### src/rtl/imem_pkg.sv
// Shared types and helpers for the instruction memory fetch unit.
// Optional parity storage is enabled with IMEM_PARITY_EN.
package imem_pkg;

  typedef enum logic {
    INIT = 1'b0,
    RUN  = 1'b1
  } state_e;

  // Widest address/data handled by the helpers; callers zero-extend.
  localparam int MAX_W = 64;

  localparam logic [31:0] NOP_DEFAULT = 32'h0000_0000;

  function automatic logic [MAX_W-1:0] word_index(input logic [MAX_W-1:0] addr);
    return addr >> 2;
  endfunction

  function automatic logic addr_fault(input logic [MAX_W-1:0] addr,
                                      input int unsigned      depth);
    return (addr[1:0] != 2'b00) || ((addr >> 2) >= MAX_W'(depth));
  endfunction

  // Even parity: returns the bit that makes the total count of ones even.
  function automatic logic parity(input logic [MAX_W-1:0] data);
    return ^data;
  endfunction

endpackage

### src/rtl/imem_fetch_unit_array.sv
// Single-port synchronous RAM for instruction storage; read data is registered
// and holds its value on cycles with no read.
module imem_array #(
  parameter int W     = 32,
  parameter int DEPTH = 64,
  parameter int AW    = 6
) (
  input  logic          clk,
  input  logic          we_i,
  input  logic          re_i,
  input  logic [AW-1:0] addr_i,
  input  logic [W-1:0]  wdata_i,
  output logic [W-1:0]  rdata_o
);

  logic [W-1:0] mem_q [DEPTH];
  logic [W-1:0] rdata_q;

  always_ff @(posedge clk) begin
    if (we_i) begin
      mem_q[addr_i] <= wdata_i;
    end else if (re_i) begin
      rdata_q <= mem_q[addr_i];
    end
  end

  assign rdata_o = rdata_q;

endmodule

### src/rtl/imem_fetch_unit.sv
// Instruction memory with byte-address fetch port, program-load port and
// clear-to-NOP after reset. Define IMEM_PARITY_EN to store a parity bit per word.
module imem_fetch_unit
  import imem_pkg::*;
#(
  parameter int              DATA_W   = 32,
  parameter int              ADDR_W   = 8,
  parameter int              DEPTH    = 64,
  parameter logic [DATA_W-1:0] NOP_WORD = DATA_W'(NOP_DEFAULT)
) (
  input  logic              clk,
  input  logic              rst,
  input  logic              fetch_valid,
  output logic              fetch_ready,
  input  logic [ADDR_W-1:0] fetch_addr,
  output logic              instr_valid,
  input  logic              instr_ready,
  output logic [DATA_W-1:0] instr_data,
  output logic              instr_addr_err,
  output logic              instr_par_err,
  input  logic              prog_we,
  input  logic [ADDR_W-1:0] prog_addr,
  input  logic [DATA_W-1:0] prog_data,
  output logic              init_done
);

  localparam int AW = (DEPTH > 1) ? $clog2(DEPTH) : 1;
`ifdef IMEM_PARITY_EN
  localparam int RAM_W = DATA_W + 1;
`else
  localparam int RAM_W = DATA_W;
`endif

  function automatic logic [RAM_W-1:0] pack_word(input logic [DATA_W-1:0] w);
`ifdef IMEM_PARITY_EN
    return {parity(MAX_W'(w)), w};
`else
    return w;
`endif
  endfunction

  state_e          state_q, state_d;
  logic [AW-1:0]   cnt_q, cnt_d;
  logic            init_done_q, init_done_d;
  logic            valid_q, valid_d;
  logic            err_q, err_d;

  logic            fetch_fault, prog_fault, fetch_fire;
  logic [AW-1:0]   fetch_idx, prog_idx;
  logic            ram_we, ram_re;
  logic [AW-1:0]   ram_addr;
  logic [RAM_W-1:0] ram_wdata, ram_rdata;

  assign fetch_fault = addr_fault(MAX_W'(fetch_addr), DEPTH);
  assign prog_fault  = addr_fault(MAX_W'(prog_addr), DEPTH);
  assign fetch_idx   = AW'(word_index(MAX_W'(fetch_addr)));
  assign prog_idx    = AW'(word_index(MAX_W'(prog_addr)));
  assign fetch_fire  = fetch_valid && fetch_ready;

  always_comb begin
    state_d     = state_q;
    cnt_d       = cnt_q;
    init_done_d = init_done_q;
    fetch_ready = 1'b0;
    ram_we      = 1'b0;
    ram_re      = 1'b0;
    ram_addr    = fetch_idx;
    ram_wdata   = pack_word(prog_data);

    case (state_q)
      INIT: begin
        ram_we    = 1'b1;
        ram_addr  = cnt_q;
        ram_wdata = pack_word(NOP_WORD);
        cnt_d     = cnt_q + 1'b1;
        if (cnt_q == AW'(DEPTH - 1)) begin
          state_d     = RUN;
          init_done_d = 1'b1;
          cnt_d       = '0;
        end
      end
      RUN: begin
        fetch_ready = !prog_we && (!valid_q || instr_ready);
        if (prog_we) begin
          // Faulting writes are dropped rather than aliased onto a legal word.
          if (!prog_fault) begin
            ram_we   = 1'b1;
            ram_addr = prog_idx;
          end
        end else if (fetch_fire && !fetch_fault) begin
          ram_re = 1'b1;
        end
      end
      default: state_d = INIT;
    endcase
  end

  always_comb begin
    valid_d = valid_q && !instr_ready;
    err_d   = valid_d ? err_q : 1'b0;
    if (fetch_fire) begin
      valid_d = 1'b1;
      err_d   = fetch_fault;
    end
  end

  always_ff @(posedge clk or negedge rst) begin
    if (!rst) begin
      state_q     <= INIT;
      cnt_q       <= '0;
      init_done_q <= 1'b0;
      valid_q     <= 1'b0;
      err_q       <= 1'b0;
    end else begin
      state_q     <= state_d;
      cnt_q       <= cnt_d;
      init_done_q <= init_done_d;
      valid_q     <= valid_d;
      err_q       <= err_d;
    end
  end

  imem_array #(
    .W     (RAM_W),
    .DEPTH (DEPTH),
    .AW    (AW)
  ) u_array (
    .clk     (clk),
    .we_i    (ram_we),
    .re_i    (ram_re),
    .addr_i  (ram_addr),
    .wdata_i (ram_wdata),
    .rdata_o (ram_rdata)
  );

  // The RAM output register only changes on a read, so it holds during backpressure.
  assign instr_valid    = valid_q;
  assign instr_addr_err = valid_q && err_q;
  assign instr_data     = valid_q ? (err_q ? NOP_WORD : ram_rdata[DATA_W-1:0]) : '0;
  assign init_done      = init_done_q;

`ifdef IMEM_PARITY_EN
  assign instr_par_err = valid_q && !err_q &&
                         (ram_rdata[DATA_W] != parity(MAX_W'(ram_rdata[DATA_W-1:0])));
`else
  assign instr_par_err = 1'b0;
`endif

endmodule
### config.mk
export PLATFORM = sky130hd
export DESIGN_NAME = imem_fetch_unit
export DESIGN_NICKNAME = d
export VERILOG_FILES = /design/src/rtl/imem_pkg.sv /design/src/rtl/imem_fetch_unit_array.sv /design/src/rtl/imem_fetch_unit.sv
export SDC_FILE = /design/constraint.sdc
export NUM_CORES = 2
export LEC_CHECK = 0
export CORE_ASPECT_RATIO = 0.75
export CORE_UTILIZATION = 55
export CTS_CLUSTER_DIAMETER = 150
export CTS_CLUSTER_SIZE = 20
export DETAILED_ROUTE_END_ITERATION = 8
export GPL_TIMING_DRIVEN = 0
export PLACE_DENSITY_LB_ADDON = 0.12
export RECOVER_POWER = 50
export SYNTH_ARGS = -nofsm -noshare
export SYNTH_HDL_FRONTEND = slang
export SYNTH_SLANG_ARGS = --single-unit
### constraint.sdc
create_clock -name clk -period 3.7 [get_ports clk]
set_input_delay 0.37 -clock clk [delete_from_list [all_inputs] [get_ports clk]]
set_output_delay 0.37 -clock clk [all_outputs]
set_load 0.005 [all_outputs]
==> summary.txt <==
STA
  – Final worst setup slack: -0.202 ns
  – Final number of setup-violating endpoints: 315
  – Final hold slack: 0.107 ns
  – Worst Max-Slew Pin Slew: 1.13 ns
  – Max Clock Freq: 0.256 GHz
  – Count of endpoints failing hold in the final timing report: 0
  – Worst clock skew on the final layout: 0.0547 ns
  – Final worst path period share: 105%
  – RSZ-0062 raised after global routing: true
  – Max Slew Vio Count: 0
  – Post-layout min period: 3.90 ns
  – Post-route setup TNS: -27.34 ns
  – Max-Slew Margin vs Limit: 24.7%

Status
  – Result of the run: finished with violations
  – Failing checks: setup timing

Floorplanning
  – Die H: 343 um
  – Starting utilization of the core area: 55.6%
  – # IOs: 90
  – Area of the placeable core: 153000 um2
  – Die area: 156000 um2
  – Number of rows created at floorplan: 124
  – Die outline width: 456 um

Placed design
  – Quantity of I/O buffers inserted on ports: 88
  – HPWL after detailed placement: 225 mm
  – Placer's final routability congestion estimate: 1.03
  – Placed cell areas: 91000 um2

Logic synthesis
  – Fraction of synthesized area in multiplexers: 0.0412%
  – Synth Register Bits: 2090
  – Fraction of the yosys area taken by sequential cells: 73.7%
  – Mapped Cells: 6441
  – Post-synthesis adder-cell area fraction: 0.0147%
  – Number of synthesis warnings: 0
  – Post-Synth Simple-Gate Area: 9.36%
  – Synth Area in XOR/XNOR: 0.0309%
  – Mean instance size in the synthesized netlist: 13.2 um2
  – Largest family of logic cells by synthesized area: compound AO/OA/AOI/OAI gates
  – Complex-gate fraction of the synthesized area: 13.9%
  – Count of different cell masters after synthesis: 41
  – Cell Area, Synth: 85100 um2
  – Total nets after synthesis: 6495

Route
  – Number of detailed-route iterations in the first pass: 7
  – Residual antenna-violating net count after detailed routing: 0
  – Remaining design rule violation count: 0
  – Initial detailed-routing violation count: 13.7k
  – Vias per Instance: 7.27
  – Via count: 64.8k
  – Wire length per cell after detailed routing: 37.3 um
  – Detailed Route WL: 332 mm

Final layout
  – Area of all sequential standard cells: 62700 um2
  – Multi-input gate area in the final layout: 23000 um2
  – # fillers: 11.3k
  – Fraction of final layout cells sized beyond drive strength 1: 13.8%
  – P&R area growth vs syn: 15.6%
  – Post-layout instance area: 98400 um2
  – Final-stage net count: 6892

Critical path
  – Endpoint kind of the worst setup timing path: register
  – Max FO, Critical Path: 28
  – Worst path arrival time: 4.40 ns
  – Slowest cell delay on critical path: 0.57 ns
  – Combined buffer and inverter count along the critical path: 3
  – Gate family responsible for the most delay along the worst path: simple AND/OR/NAND/NOR gates
  – Worst setup path category: register to register
  – Startpoint kind of the worst setup timing path: register
  – Worst Path Required: 4.20 ns
  – Master of the slowest instance on the critical path: sky130_fd_sc_hd__nand3_2
  – Cell-by-cell listing of the critical path: nand2_1, mux2i_4, o22ai_4, buf_2, clkbuf_2, nor2_1, nand3_2, nor2_4, buf_12

Clock tree
  – CTS H-Tree Depth: 3
  – Clock buffer count from CTS: 114
  – Sink Count: 2090
  – Number of buffers added to fix hold violations after cts: 0
  – Root buffer cell: sky130_fd_sc_hd__clkbuf_16
  – Clock latency at the later pin of the worst-skew pair: 0.84 ns
  – CTS Buffer Depth: 3
  – Clock transition at the registers of the reported paths: 0.09 ns
  – Clock tree from TritonCTS: yes

Power
  – Power per standard cell area: 396 nW/um2
  – Leakage component of the power: 30.7 nW
  – Worst vdd rail ir drop: 395 uV

Global routing
  – Initial antenna violation count: 30
  – Remaining Overflow, GRT: 0
  – Met1 capacity usage during global routing: 59.2%
  – GR Layer Usage met2: 55.9%
  – Busiest metal layer after global routing: met1
  – Vias in the first global route: 58.5k
  – GRT Util Overall: 41.8%
  – Wire length of the first global-routing pass: 454 mm
  – Maximum number of pins on one net before global-route repair: 65
  – Met3 demand-to-capacity share in global routing: 17.7%

Run
  – Max Cap Violations: 0

Hold path
  – Class of the tightest hold or removal check: input pin to asynchronous set/reset pin
timing repair:
| action | CTS | global route |
|---|---|---|
| cloned | 9 | 0 |
| hold endpoints to repair | 0 | 0 |
| gates resized for setup | 530 | 257 |
| pin swaps | 84 | 67 |
| endpoints found under the setup margin | 2080 | 551 |
| setup buffers | 90 | 11 |
Yosys cell counts (all sizes together):
cell type | instances | area [um2]
edfxtp | 2080 | 62500
nand3 | 1029 | 5150
o21ai | 1027 | 5140
a21oi | 770 | 3860
clkbuf | 569 | 2140
a211oi | 256 | 1920
nor4 | 256 | 1600
o22ai | 130 | 820
nor2 | 77 | 289
buf | 73 | 355
and2 | 65 | 407
or4 | 32 | 240
nand2 | 24 | 90.1
dfrtp | 10 | 250
nand3b | 7 | 52.6
inv | 4 | 15.0
or3b | 4 | 35.0
a31oi | 3 | 18.8
nor2b | 3 | 18.8
or3 | 3 | 18.8
mux2i | 2 | 23.8
nor3 | 2 | 10.0
o211ai | 2 | 28.8
or2 | 2 | 12.5
xnor2 | 2 | 17.5
a211o | 1 | 8.76
conb | 1 | 3.75
ha | 1 | 12.5
mux2 | 1 | 11.3
nand2b | 1 | 6.26
nand4bb | 1 | 11.3
nor3b | 1 | 18.8
o211a | 1 | 10.0
xor2 | 1 | 8.76
logic make-up after synthesis:
logic type | after synthesis
xor gates and xnor gates | 3
DFF | 2090
other | 1
adders and majority gates | 1
and+or+nand+nor | 1507
muxes | 3
buffers and inverters | 646
AOI/OAI and AO/OA | 2190
routing by layer:
layer,vias to the layer above,wire length (um),share of wire [%]
met4,12,17900,5.4
met1,32209,122000,37
li1,26007,-,-
met5,-,260,0.078
met3,831,59500,18
met2,5732,133000,40
area by class of cell:
type                            count  share of cell area, %
Clock inverter                      6                 0.0789
Clock buffer                      139                   3.04
Tap cell                         2016                   2.56
Antenna cell                       26                 0.0661
Sequential cell                  2090                   63.8
Timing Repair Buffer              277                   3.97
Inverter                            4                 0.0191
Buffer                            637                   3.13
Multi-Input combinational cell   3714                   23.4
through the flow:
step	worst slack [ns]	std cells	total power [mW]	utilization, %
global placement	-4.55	8545	26.2	57.9
CTS	-0.0306	8873	38.8	63.7
finish	-0.202	8909	39.0	64.3
detailed placement	-2.87	8633	26.2	59.5
floorplan	-0.403	6441	26.1	-
global route	-0.173	8889	39.6	64.3
cell usage in the layout (no fill, tap or decap), types with 8 or more instances in the layout:
cell,instances
sky130_fd_sc_hd__edfxtp_1,2080
sky130_fd_sc_hd__nand3_1,1026
sky130_fd_sc_hd__o21ai_0,1015
sky130_fd_sc_hd__a21oi_1,768
sky130_fd_sc_hd__clkbuf_1,384
sky130_fd_sc_hd__a211oi_1,253
sky130_fd_sc_hd__clkbuf_2,130
sky130_fd_sc_hd__clkbuf_16,117
sky130_fd_sc_hd__nor4_1,106
sky130_fd_sc_hd__buf_12,96
sky130_fd_sc_hd__nor4_4,93
sky130_fd_sc_hd__buf_4,90
sky130_fd_sc_hd__clkdlybuf4s50_1,87
sky130_fd_sc_hd__nor2_4,68
sky130_fd_sc_hd__nor4_2,57
sky130_fd_sc_hd__o22ai_1,56
sky130_fd_sc_hd__o22ai_2,56
sky130_fd_sc_hd__buf_2,55
sky130_fd_sc_hd__clkbuf_4,43
sky130_fd_sc_hd__and2_1,33
sky130_fd_sc_hd__and2_4,29
sky130_fd_sc_hd__diode_2,26
sky130_fd_sc_hd__or4_1,26
sky130_fd_sc_hd__nand2_1,22
sky130_fd_sc_hd__buf_16,22
sky130_fd_sc_hd__o22ai_4,18
sky130_fd_sc_hd__nor2_1,12
sky130_fd_sc_hd__o21ai_1,10
sky130_fd_sc_hd__buf_1,10
sky130_fd_sc_hd__dfrtp_1,9
sky130_fd_sc_hd__buf_6,8
path summary, 6_finish.rpt:
path	endpoint	cells past startpoint	slack [ns]	start
worst min-delay path	instr_valid	1	0.11	rst
min in group clk	err_q	2	0.15	instr_ready
max in group asynchronous	state_q	1	3.01	rst
worst max register to register	u_array.mem_q[23][14]	9	-0.20	state_q
worst min register to register	cnt_q[4]	1	0.52	cnt_q[4]
worst max-delay path	u_array.mem_q[23][14]	9	-0.20	state_q
flip-flops by register name, summed over array words and instances (netlist names):
signal           flops
u_array.mem_q     2048
u_array.rdata_o     32
cnt_q                6
err_q                1
init_done            1
instr_valid          1
state_q              1
worst register-to-register path, stage by stage (launching register included):
cell and delay (ns):
sky130_fd_sc_hd__dfrtp_2 0.55, sky130_fd_sc_hd__nand2_1 0.16, sky130_fd_sc_hd__mux2i_4 0.30, sky130_fd_sc_hd__o22ai_4 0.21, sky130_fd_sc_hd__buf_2 0.28, sky130_fd_sc_hd__clkbuf_2 0.27
sky130_fd_sc_hd__nor2_1 0.39, sky130_fd_sc_hd__nand3_2 0.57, sky130_fd_sc_hd__nor2_4 0.55, sky130_fd_sc_hd__buf_12 0.28
report_power, final:
part	switching, mW	internal (mW)	leakage, nW	total, mW
logic	0.0339	0.0539	14.6	0.0878
registers	0.0000000000000000137	25.6	14.6	25.6
clock network	7.64	5.67	1.49	13.3
total	7.67	31.3	30.7	39.0
Note: power is estimated with default switching activity, not from simulation.
